File: config.mk
export PLATFORM = sky130hd
export DESIGN_NAME = vga_timing
export DESIGN_NICKNAME = d
export VERILOG_FILES = /design/src/rtl/vga_timing.sv
export SDC_FILE = /design/constraint.sdc
export NUM_CORES = 1
export LEC_CHECK = 0
export BUFFER_PORTS_ARGS = -buffer_cell sky130_fd_sc_hd__clkbuf_2
export CAP_MARGIN = 20
export CORE_MARGIN = 5
export CORE_UTILIZATION = 50
export DETAILED_ROUTE_END_ITERATION = 7
export GPL_TIMING_DRIVEN = 1
export PLACE_DENSITY = 0.78
export SLEW_MARGIN = 10
export SYNTH_ARGS = -nofsm -noshare
export SYNTH_HDL_FRONTEND = slang
export SYNTH_SLANG_ARGS = --single-unit
File: constraint.sdc
create_clock -name pixelClk -period 1.7 [get_ports pixelClk]
set_input_delay 0 -clock pixelClk [delete_from_list [all_inputs] [get_ports pixelClk]]
set_output_delay 0 -clock pixelClk [all_outputs]
set_load 0.01 [all_outputs]
File: src/rtl/vga_timing.sv
// VGA raster timing generator: pixel/line counters, visible-area flag,
// frame-start pulse and sync outputs delayed to match a registered RGB stage.
//
// Ports:
//   pixelClk   in   pixel clock, only clock
//   locked     in   sync active-low reset (low = reset)
//   xCor       out  [9:0] horizontal pixel coordinate
//   yCor       out  [9:0] vertical line coordinate
//   dValid     out  xCor/yCor inside visible area
//   hSync      out  horizontal sync, one cycle behind xCor
//   vSync      out  vertical sync, one cycle behind yCor
//   frameStart out  one-cycle pulse when (0,0) is presented
module vga_timing #(
  parameter int   H_ACTIVE = 640,
  parameter int   H_FP     = 16,
  parameter int   H_SYNC   = 96,
  parameter int   H_BP     = 48,
  parameter int   V_ACTIVE = 480,
  parameter int   V_FP     = 10,
  parameter int   V_SYNC   = 2,
  parameter int   V_BP     = 33,
  parameter logic SYNC_POL = 1'b0
) (
  input  logic       pixelClk,
  input  logic       locked,
  output logic [9:0] xCor,
  output logic [9:0] yCor,
  output logic       dValid,
  output logic       hSync,
  output logic       vSync,
  output logic       frameStart
);

  localparam int H_TOTAL = H_ACTIVE + H_FP + H_SYNC + H_BP;
  localparam int V_TOTAL = V_ACTIVE + V_FP + V_SYNC + V_BP;

  if (H_TOTAL > 1024 || V_TOTAL > 1024) begin : g_bad_cfg
    $error("vga_timing: line or frame total exceeds 10-bit counter");
  end

  // 11-bit bounds so a total of exactly 1024 still compares correctly
  localparam logic [10:0] H_ACT = 11'(H_ACTIVE);
  localparam logic [10:0] H_SS  = 11'(H_ACTIVE + H_FP);
  localparam logic [10:0] H_SE  = 11'(H_ACTIVE + H_FP + H_SYNC);
  localparam logic [10:0] H_END = 11'(H_TOTAL - 1);
  localparam logic [10:0] V_ACT = 11'(V_ACTIVE);
  localparam logic [10:0] V_SS  = 11'(V_ACTIVE + V_FP);
  localparam logic [10:0] V_SE  = 11'(V_ACTIVE + V_FP + V_SYNC);
  localparam logic [10:0] V_END = 11'(V_TOTAL - 1);

  logic [9:0]  h;
  logic [9:0]  v;
  logic [10:0] hx;
  logic [10:0] vx;
  logic        h_wrap;
  logic        v_wrap;
  logic        h_act;
  logic        v_act;
  logic        hs1;
  logic        vs1;

  assign hx     = {1'b0, h};
  assign vx     = {1'b0, v};
  assign h_wrap = (hx == H_END);
  assign v_wrap = (vx == V_END);
  assign h_act  = (hx >= H_SS) && (hx < H_SE);
  assign v_act  = (vx >= V_SS) && (vx < V_SE);

  always_ff @(posedge pixelClk) begin
    if (!locked) begin
      h          <= '0;
      v          <= '0;
      xCor       <= '0;
      yCor       <= '0;
      dValid     <= 1'b0;
      frameStart <= 1'b0;
      hs1        <= ~SYNC_POL;
      vs1        <= ~SYNC_POL;
      hSync      <= ~SYNC_POL;
      vSync      <= ~SYNC_POL;
    end else begin
      h <= h_wrap ? '0 : h + 10'd1;
      if (h_wrap) begin
        v <= v_wrap ? '0 : v + 10'd1;
      end
      xCor       <= h;
      yCor       <= v;
      dValid     <= (hx < H_ACT) && (vx < V_ACT);
      frameStart <= (h == '0) && (v == '0);
      // stage 1 aligns with xCor/yCor; stage 2 matches downstream RGB reg
      hs1        <= h_act ? SYNC_POL : ~SYNC_POL;
      vs1        <= v_act ? SYNC_POL : ~SYNC_POL;
      hSync      <= hs1;
      vSync      <= vs1;
    end
  end

endmodule

* Word-level counts from Yosys, hierarchy flattened
Index checks and enable logic that the tools add are counted.
** Word-level totals
- Register bits :: 46
- Bits of input ports :: 2
- Output and inout port bits :: 24
- Word-level logic and storage cells :: 31
** Operators by class
- Add/sub/neg operators :: 2
- Order comparisons :: 6
- Equal/unequal tests :: 2
- Mux-type cells :: 3
- Bitwise operators :: 1
- Reductions and logical operators :: 7
** Operator list (number)
- $add 10x1->10 const B :: 2
- $eq 10x10->1 const B :: 2
- $logic_not 10->1 :: 2
- $lt 10x10->1 const B :: 2
- $lt 10x9->1 const B :: 2
- $ge 10x10->1 const B :: 1
- $ge 10x9->1 const B :: 1
- $mux 10 :: 1
- $logic_and 1x1->1 :: 4
- $mux 1 :: 2
- $reduce_or 2->1 :: 1
- $not 1->1 :: 1

* Logic depth before layout (Yosys ltp)
Gate-level depths: netlist of run 1.
- Depth in word-level cells :: 3
- Mapped depth :: 5

* Worst setup path before layout of run 1
OpenSTA, ideal clock, no wires.
- Path type :: reg2reg
- From :: reg h[0]
- To :: reg v[0]
- Arrival time :: 1492 ps
- Slack :: 73 ps
- Cell stages (with the launch flop) :: 6
- Buffers on the path :: 0
- Period minus slack after synthesis :: 1627 ps
- Cell sequence :: dfxtp_1 -> ha_1 -> and4_4 -> nand2_2 -> o41ai_4 -> nor2_1
** On the way
- Cells in the longest elaborated chain, start to end :: 1
** RTL lines
- from (decl) :: RTL line 51 : logic [9:0] h;
- from (signal assigned) :: RTL line 82 : h <= h_wrap ? '0 : h + 10'd1;
- $eq 10x10->1 :: RTL line 64 : assign h_wrap = (hx == H_END);
- to (signal assigned) :: RTL line 84 : v <= v_wrap ? '0 : v + 10'd1;
- to (decl) :: RTL line 52 : logic [9:0] v;
Every way passes these cells.
A chain may end at the register's enable or synchronous reset.

* Final worst setup path of run 1
- From :: reg h[0]
- To :: reg v[6]
Same word-level chain as after synthesis.

==> results of run 1 <==
==> flip-flops by register name, summed over array words and instances, names as in the netlist <==
| name | cells |
|---|---|
| xCor | 10 |
| h | 10 |
| vs1 | 1 |
| v | 10 |
| vSync | 1 |
| hs1 | 1 |
| hSync | 1 |
| frameStart | 1 |
| yCor | 10 |
| dValid | 1 |
==> where the power goes <==
group          total (uW)  internal (uW)  switching, uW
Clock                 643            310            333
Sequential           1100           1090           7.55
Combinational        72.0           33.9           38.0
Total                1810           1440            379
==> layout by cell type (no fill, tap or decap), types with 2 or more instances in the layout <==
cell type / instances
a21oi_1: 2
and2_1: 22
and3_1: 2
buf_4: 17
clkbuf_2: 25
clkbuf_4: 5
dfxtp_1: 43
dfxtp_2: 3
ha_1: 4
inv_1: 6
mux2i_1: 2
nand2_1: 6
nand2b_1: 2
nand3_1: 5
nand3b_1: 2
nand4_1: 9
nor2_1: 18
nor3_1: 4
nor3b_1: 2
nor4_1: 3
nor4_2: 2
o21ai_0: 4
or3_1: 2
xnor2_1: 9
xor2_1: 5
==> routing by layer <==
layer  GRT usage, %  up-vias  wire length, um
met1          19.57      619             1606
met3          4.304        8              210
met4          6.170        0               65
met2          20.46       38             1477
met5              0        -                0
li1               -      692                -
==> worst register-to-register path, delay by kind of cell (launching register included) <==
family,cells,cell delay (ps)
DFF,1,360
and+or+nand+nor,3,820
xor gates and xnor gates,1,160
adders and majority gates,1,200
==> path summary, 6_finish.rpt <==
kind,to,depth (start not counted)
setup / recovery,v[6],5
hold / removal,vSync,1
setup reg to reg,v[6],5
hold reg to reg,vSync,1
==> layout make-up <==
class	instances	area, um2	area share (%)
clock buffer	6	41.29	1.902
clock inverter	2	37.54	1.729
inverter	6	22.52	1.037
multi-input combinational	120	824.5	37.98
sequential	46	924.6	42.59
tap	46	57.56	2.651
timing repair buffer	43	262.8	12.10
==> timing repair <==
action	CTS	global route
resized for setup	0	6
hold buffers	1	0
endpoints found under the setup margin	0	10
endpoints found under the hold margin	1	0
buffers inserted	0	3
==> logic make-up after synthesis <==
group | synth area share [%]
mux | 1.113
xor+xnor | 6.815
simple gates | 30.11
fa+ha+maj | 3.477
buf+inv | 3.824
compound gates | 3.477
flops | 51.18
==> metrics by stage <==
step                      hold WS, ps  instances  instance area [um2]  total power, uW  setup TNS (ps)
after floorplan                 234.9        181                 1799             1162               0
after global placement          371.7        257                 2041             1192               0
after detailed placement        370.7        257                 2041             1192               0
after CTS                       422.0        266                 2130             1836               0
after global routing            449.3        269                 2171             1908          -52.69
final                           418.9        269                 2171             1815               0
==> impl_metrics.ini, run 1 <==
[logic_synthesis]
synth_seq_cells = 46
ys_types = 37
synth_top_area_cell = dfxtp_1
synth-main-ff-cell = dfxtp_1
synth_seq_area_share_pct = 51.18
ys.warnings.count = 0
syn-cell-area_um2 = 1799
netlist.area_leader.share_pct = 51.18
synth.most_common_cell = dfxtp_1
syn_nets = 188
synth_edf_count = 0
avgSynthCellArea_um2 = 9.940
synth_common_cells = 46 x dfxtp_1, 22 x and2_1, 18 x nor2_1, 9 x nand4_1, 9 x xnor2_1
syn_inst = 181
synth.top_cells.by_area = dfxtp_1 51%, and2_1 7.6%, xnor2_1 4.4%, nor2_1 3.8%, ha_1 3.5%
async_flop_share_pct = 0

[floorplan]
io_pins = 26
die_w_um = 69.99
initial_core_util_pct = 52.67
dieHeight_um = 69.99
std_cell_rows = 21
die_area_um2 = 4898
core-area_um2 = 3416

[power]
power.density_nw_per_um2 = 835.9
leakage_uw = 0.0008808
peakVddDrop_v = 0.0004913

[layout]
antenna_cells = 0
fin_util_pct = 63.55
nets = 229
nFillCells = 279
drive_gt1_share_pct = 28.25
area_growth_pct = 20.65

[cts]
clock-sinks = 46
cts_buffer_depth = 2
path_clk_slew_ps = 130
h-tree-depth = 2
cts_tree = done
cts_root_buf = clkbuf_4
numCtsBuffers = 5
clk_latency_ps = 360

[min_path]
hp-class = reg -> reg
hp-start = vs1

[status]
status = finished clean

[routing]
antenna_left = 0
routedWlPerCell_um = 12.49
wl_mm = 3.360
remaining_drc_errors = 0
route.vias.total = 1357
dr.pass1.iters = 4
avgViaCountPerCell = 5.045
drt_iter0_drc = 143

[timing]
final.setup.worst_slack_ps = 50.91
hold_viol = 0
slew_viol_final = 0
period_needed_ps = 1649
setup_violations = 0
clock.fmax_ghz = 0.6064
tightest_slew_ps = 393.9
fin_crit_sh_pct = 97.01
clock_skew_ps = 8.473
slew_headroom_pct = 73.50

[global_routing]
grt_max_degree = 30
grt_pass1_vias = 1223
grt_pass1_wl_mm = 5.609
grt_usage_pct = 14.23
antenna_found_initial = 0
grt-ovfl-total = 0

[setup_path]
cpMaxStageDelayCell = nor4_1
cpPeakStageDelay_ps = 490
r2r_setup_slack_ps = 50
crit_chain = ha_2 -> nand4_1 -> nor4_1 -> xnor2_1 -> nor2_1
cp-end-kind = flop
required_ps = 1960
critical_path_buf_inv_count = 0
cp_top_family = simple AND/OR/NAND/NOR gates
crit_arrival_ps = 1910
cp-startpoint = h[0]
critPathMaxFanout = 5
cp-start-kind = flop
path_class = reg -> reg
r2r_start = h[0]

[place]
dp_hpwl_mm = 2.298
place_ws_ps = 88.34
gp_congestion = 0.8548
port_buffers = 25

[job]
max_cap_violations = 0
(Power assumes the default switching activity.)
==> run 2, diff against run 1 <==
--- a/config.mk
+++ b/config.mk
@@ -5,10 +5,12 @@
 export SDC_FILE = /design/constraint.sdc
 export NUM_CORES = 1
 export LEC_CHECK = 0
+export ABC_AREA = 1
 export BUFFER_PORTS_ARGS = -buffer_cell sky130_fd_sc_hd__clkbuf_2
 export CAP_MARGIN = 20
 export CORE_MARGIN = 5
 export CORE_UTILIZATION = 50
+export CTS_CLUSTER_DIAMETER = 30
 export DETAILED_ROUTE_END_ITERATION = 7
 export GPL_TIMING_DRIVEN = 1
 export PLACE_DENSITY = 0.78
==> run 2 against run 1 <==
Effect of this change: setup slack better by 150 ps; clock power is 5.9% higher; die area is 4.9% higher; non-clock buffer count is 15 lower; critical endpoint is now v[1]; sequential cell count stayed put.
==> impl_metrics.ini, run 2 <==
[logic_synthesis]
netlist.area_leader.share_pct = 48.42
async_flop_share_pct = 0
avgSynthCellArea_um2 = 7.517
synth_edf_count = 0
syn-cell-area_um2 = 1902
syn_nets = 260
synth-main-ff-cell = dfxtp_1
synth_common_cells = 64 x nand2_1, 49 x inv_1, 46 x dfxtp_1, 32 x nor2_1, 14 x nand3_1
synth_seq_area_share_pct = 48.42
synth.most_common_cell = nand2_1
syn_inst = 253
ys_types = 25
ys.warnings.count = 0
synth.top_cells.by_area = dfxtp_1 48%, nand2_1 13%, inv_1 9.7%, nor2_1 6.3%, nand3_1 3.7%
synth_seq_cells = 46
synth_top_area_cell = dfxtp_1

[floorplan]
initial_core_util_pct = 51.95
io_pins = 26
dieHeight_um = 71.68
std_cell_rows = 22
die_w_um = 71.68
die_area_um2 = 5137
core-area_um2 = 3661

[status]
status = finished clean

[global_routing]
grt-ovfl-total = 0
grt_max_degree = 20
grt_usage_pct = 14.83
grt_pass1_wl_mm = 6.092
grt_pass1_vias = 1409
antenna_found_initial = 0

[layout]
final_cell_mix = 64 x nand2_1, 49 x inv_1, 46 x dfxtp_1
area_growth_pct = 14.67
antenna_cells = 0
nets = 290
fin_area_um2 = 2181
nFillCells = 320
mostFrequentLayoutCell = nand2_1
instances_no_fill = 332
multi_input_area_um2 = 769.5
drive_gt1_share_pct = 15.85
ff_latch_area_um2 = 920.9

[routing]
antenna_left = 0
routedWlPerCell_um = 10.21
route.vias.total = 1532
remaining_drc_errors = 0
avgViaCountPerCell = 4.614
wl_mm = 3.389
drt_iter0_drc = 124
dr.pass1.iters = 4

[timing]
period_needed_ps = 1498
clock_skew_ps = 2.109
rsz0062_at_grt = no
clock.fmax_ghz = 0.6677
hold_viol = 0
tightest_slew_ps = 455.3
final.setup.worst_slack_ps = 202.3
setup_violations = 0
slew_viol_final = 0
slew_headroom_pct = 69.65
fin_tns_setup_ps = 0
fin_crit_sh_pct = 88.10

[setup_path]
cp-end-kind = flop
crit_arrival_ps = 1690
crit_chain = ha_1 -> nand2_1 -> nor2_4 -> nand3_4 -> nand2_8 -> nand2_4 -> inv_2 -> nor2_1
path_class = reg -> reg
cp-start-kind = flop
cpMaxStageDelayCell = dfxtp_1
required_ps = 1890
critPathMaxFanout = 10
cpPeakStageDelay_ps = 400

[place]
placed_cells = 324
port_buffers = 25
place_area_um2 = 2081
dp_hpwl_mm = 2.465
place_ws_ps = 94.34
gp_congestion = 0.8791

[power]
leakage_uw = 0.001132
power.density_nw_per_um2 = 844.7
peakVddDrop_v = 0.0004608
report.power.total_uw = 1842

[cts]
post-cts-setup-buffers = 0
cts_root_buf = clkbuf_8
clk_latency_ps = 300
cts_repair_resize_count = 0
path_clk_slew_ps = 80
clock-sinks = 46
hold_buffers = 0
numCtsBuffers = 5
h-tree-depth = 2
cts_buffer_depth = 2
cts_tree = done

[min_path]
hp-class = in -> reg

[job]
max_cap_violations = 0
## run 2: power by group
group / total [uW] / switching (uW) / internal, uW
sequential: 1100 / 8.60 / 1090
combinational: 63.1 / 40.8 / 22.3
clock: 681 / 354 / 327
## run 2: logic make-up after synthesis
kind of cell / Yosys count / synth area share [%]
fa+ha+maj: 5 / 3.289
simple gates: 131 / 31.58
compound gates: 13 / 3.948
xor+xnor: 3 / 1.382
flops: 46 / 48.42
buf+inv: 55 / 11.38
## run 2: metal layers
layer / share of wire [%] / GRT usage [%] / vias up
met5: 0 / 0 / -
met4: 2.4 / 8.351 / 0
met3: 7.1 / 4.067 / 7
met2: 44 / 22.86 / 43
met1: 46 / 18.60 / 659
li1: - / - / 823
## run 2: final timing paths
| kind | from | end | slack (ps) | cells after the start |
|---|---|---|---|---|
| setup / recovery | h[0] | v[1] | 200 | 8 |
| hold / removal | locked | hSync | 160 | 2 |
| setup reg to reg | h[0] | v[1] | 200 | 8 |
| hold reg to reg | vs1 | vSync | 400 | 2 |
## run 2: area by class of cell
type / instances / area share, %
Clock buffer: 6 / 3.787
Clock inverter: 2 / 0.5737
Inverter: 50 / 8.606
Multi-Input combinational cell: 152 / 35.28
Sequential cell: 46 / 42.23
Tap cell: 48 / 2.754
Timing Repair Buffer: 28 / 6.770
## run 2: per-stage QoR
stage | util, % | hold slack (ps)
floorplan | - | 304.0
global placement | 56.84 | 384.3
detailed placement | 56.84 | 386.4
CTS | 59.43 | 158.2
global route | 59.57 | 202.6
finish | 59.57 | 162.6
## run 2: critical path, delay by kind of cell (launching register included)
family        cells  cell delay [ps]
fa+ha+maj         1              190
flops             1              400
simple gates      6              710
buf+inv           1               90
==> run 3, diff against run 2 <==
--- a/config.mk
+++ b/config.mk
@@ -5,15 +5,17 @@
 export SDC_FILE = /design/constraint.sdc
 export NUM_CORES = 1
 export LEC_CHECK = 0
-export ABC_AREA = 1
+export ABC_AREA = 0
 export BUFFER_PORTS_ARGS = -buffer_cell sky130_fd_sc_hd__clkbuf_2
 export CAP_MARGIN = 20
+export CELL_PAD_IN_SITES_DETAIL_PLACEMENT = 0
+export CELL_PAD_IN_SITES_GLOBAL_PLACEMENT = 1
 export CORE_MARGIN = 5
-export CORE_UTILIZATION = 50
+export CORE_UTILIZATION = 38
 export CTS_CLUSTER_DIAMETER = 30
 export DETAILED_ROUTE_END_ITERATION = 7
 export GPL_TIMING_DRIVEN = 1
-export PLACE_DENSITY = 0.78
+export PLACE_DENSITY = 0.77
 export SLEW_MARGIN = 10
 export SYNTH_ARGS = -nofsm -noshare
 export SYNTH_HDL_FRONTEND = slang
==> run 3 against run 2 <==
Effect of this change: routed wire length up 2.3%; clock power up 20%; maximum frequency down 7.4%; first-iteration DRC count down 56%; sequential cell count unchanged; cell count down 17%; sequential share of layout area down 0.41 points; cell area up 0.98%; sequential power about the same; setup slack worse by 120 ps; critical path type unchanged; critical endpoint is now v[7]; highest routed layer unchanged.
==> impl_metrics.ini, run 3 (synthesized netlist as in run 1, its figures left out) <==
[status]
status = finished clean

[routing]
wl_mm = 3.468
dr.pass1.iters = 4
remaining_drc_errors = 0
routedWlPerCell_um = 12.57
drt_iter0_drc = 55
route.vias.total = 1332
antenna_left = 0
avgViaCountPerCell = 4.826

[layout]
drive_gt1_share_pct = 27.03
final_cell_mix = 46 x dfxtp_1, 25 x clkbuf_2, 22 x and2_1
fin_area_um2 = 2202
antenna_cells = 0
mostFrequentLayoutCell = dfxtp_1
nets = 229
area_growth_pct = 22.39

[cts]
numCtsBuffers = 5
cts_buffer_depth = 2
h-tree-depth = 2
hold_buffers = 0
clk_latency_ps = 290
path_clk_slew_ps = 80
clock-sinks = 46
cts_tree = done
cts_root_buf = clkbuf_8

[place]
place_area_um2 = 2073
dp_hpwl_mm = 2.474
gp_congestion = 0.7750
port_buffers = 25

[global_routing]
grt_pass1_wl_mm = 5.837
grt_max_degree = 30
grt_pass1_vias = 1260
grt_usage_pct = 11.93
grt-ovfl-total = 0
antenna_found_initial = 0

[timing]
slew_viol_final = 0
fin_tns_setup_ps = 0
tightest_slew_ps = 345.7
period_needed_ps = 1617
fin_crit_sh_pct = 95.12
rsz0062_at_grt = no
holdWs_ps = 59.40
clock_skew_ps = 5.866
setup_violations = 0
hold_viol = 0
clock.fmax_ghz = 0.6184
slew_headroom_pct = 76.74

[floorplan]
dieHeight_um = 78.81
std_cell_rows = 25
die_area_um2 = 6211
die_w_um = 78.81
core-area_um2 = 4661
initial_core_util_pct = 38.60
io_pins = 26

[power]
peakVddDrop_v = 0.0004942
power.density_nw_per_um2 = 903.0
leakage_uw = 0.0008996

[setup_path]
crit_arrival_ps = 1800
path_class = reg -> reg
cp-start-kind = flop
critPathMaxFanout = 7
required_ps = 1880
cp-end-kind = flop

[job]
max_cap_violations = 0

[min_path]
hp-class = in -> reg
==> run 3: worst max-delay path: stages (launching register included) <==
cell and delay [ps]:
dfxtp_1 340, ha_2 220, and4_4 250, nand2_2 80, o41ai_4 370, buf_4 200
a21oi_1 50
==> run 3: through the flow <==
step,instances,util (%),worst slack [ps],power (uW)
finish,276,47.25,82.94,1989
CTS,275,46.90,45.68,2011
detailed placement,268,44.48,68.40,1198
global placement,268,44.48,87.25,1198
global route,276,47.25,1.123,2079
floorplan,181,-,73.44,1162
==> run 3: routing by layer <==
| metal | vias up | part of all wire, % | GRT usage [%] |
|---|---|---|---|
| li1 | 695 | - | - |
| met1 | 607 | 49 | 15.19 |
| met2 | 24 | 45 | 19.35 |
| met3 | 6 | 3.4 | 2.721 |
| met4 | 0 | 1.8 | 5.155 |
| met5 | - | 0 | 0 |
==> run 3: report_power, final <==
group	switching (uW)	total [uW]	internal, uW
registers	5.20	1090	1090
logic	41.8	76.6	34.8
clock network	347	817	470
==> run 3: final timing paths <==
check | startpoint | endpoint | slack [ps] | cells after the start
setup / recovery | h[0] | v[7] | 80 | 6
hold / removal | locked | vs1 | 60 | 3
setup reg to reg | h[0] | v[7] | 80 | 6
hold reg to reg | vs1 | vSync | 410 | 1
==> run 3: area by class of cell <==
| cell class | instances | area, um2 |
|---|---|---|
| well taps | 54 | 67.56 |
| clock inverters | 1 | 30.03 |
| fillers | 440 | 2459 |
| repair buffers | 43 | 260.3 |
| multi-input cells | 120 | 818.3 |
| flip-flops and latches | 46 | 920.9 |
| clock buffers | 6 | 82.58 |
| inverters | 6 | 22.52 |
==> run 3: timing repair <==
item                       4_1_cts  5_1_grt
setup buffers                    0        1
resized for setup                0        2
setup endpoints to repair        0        8
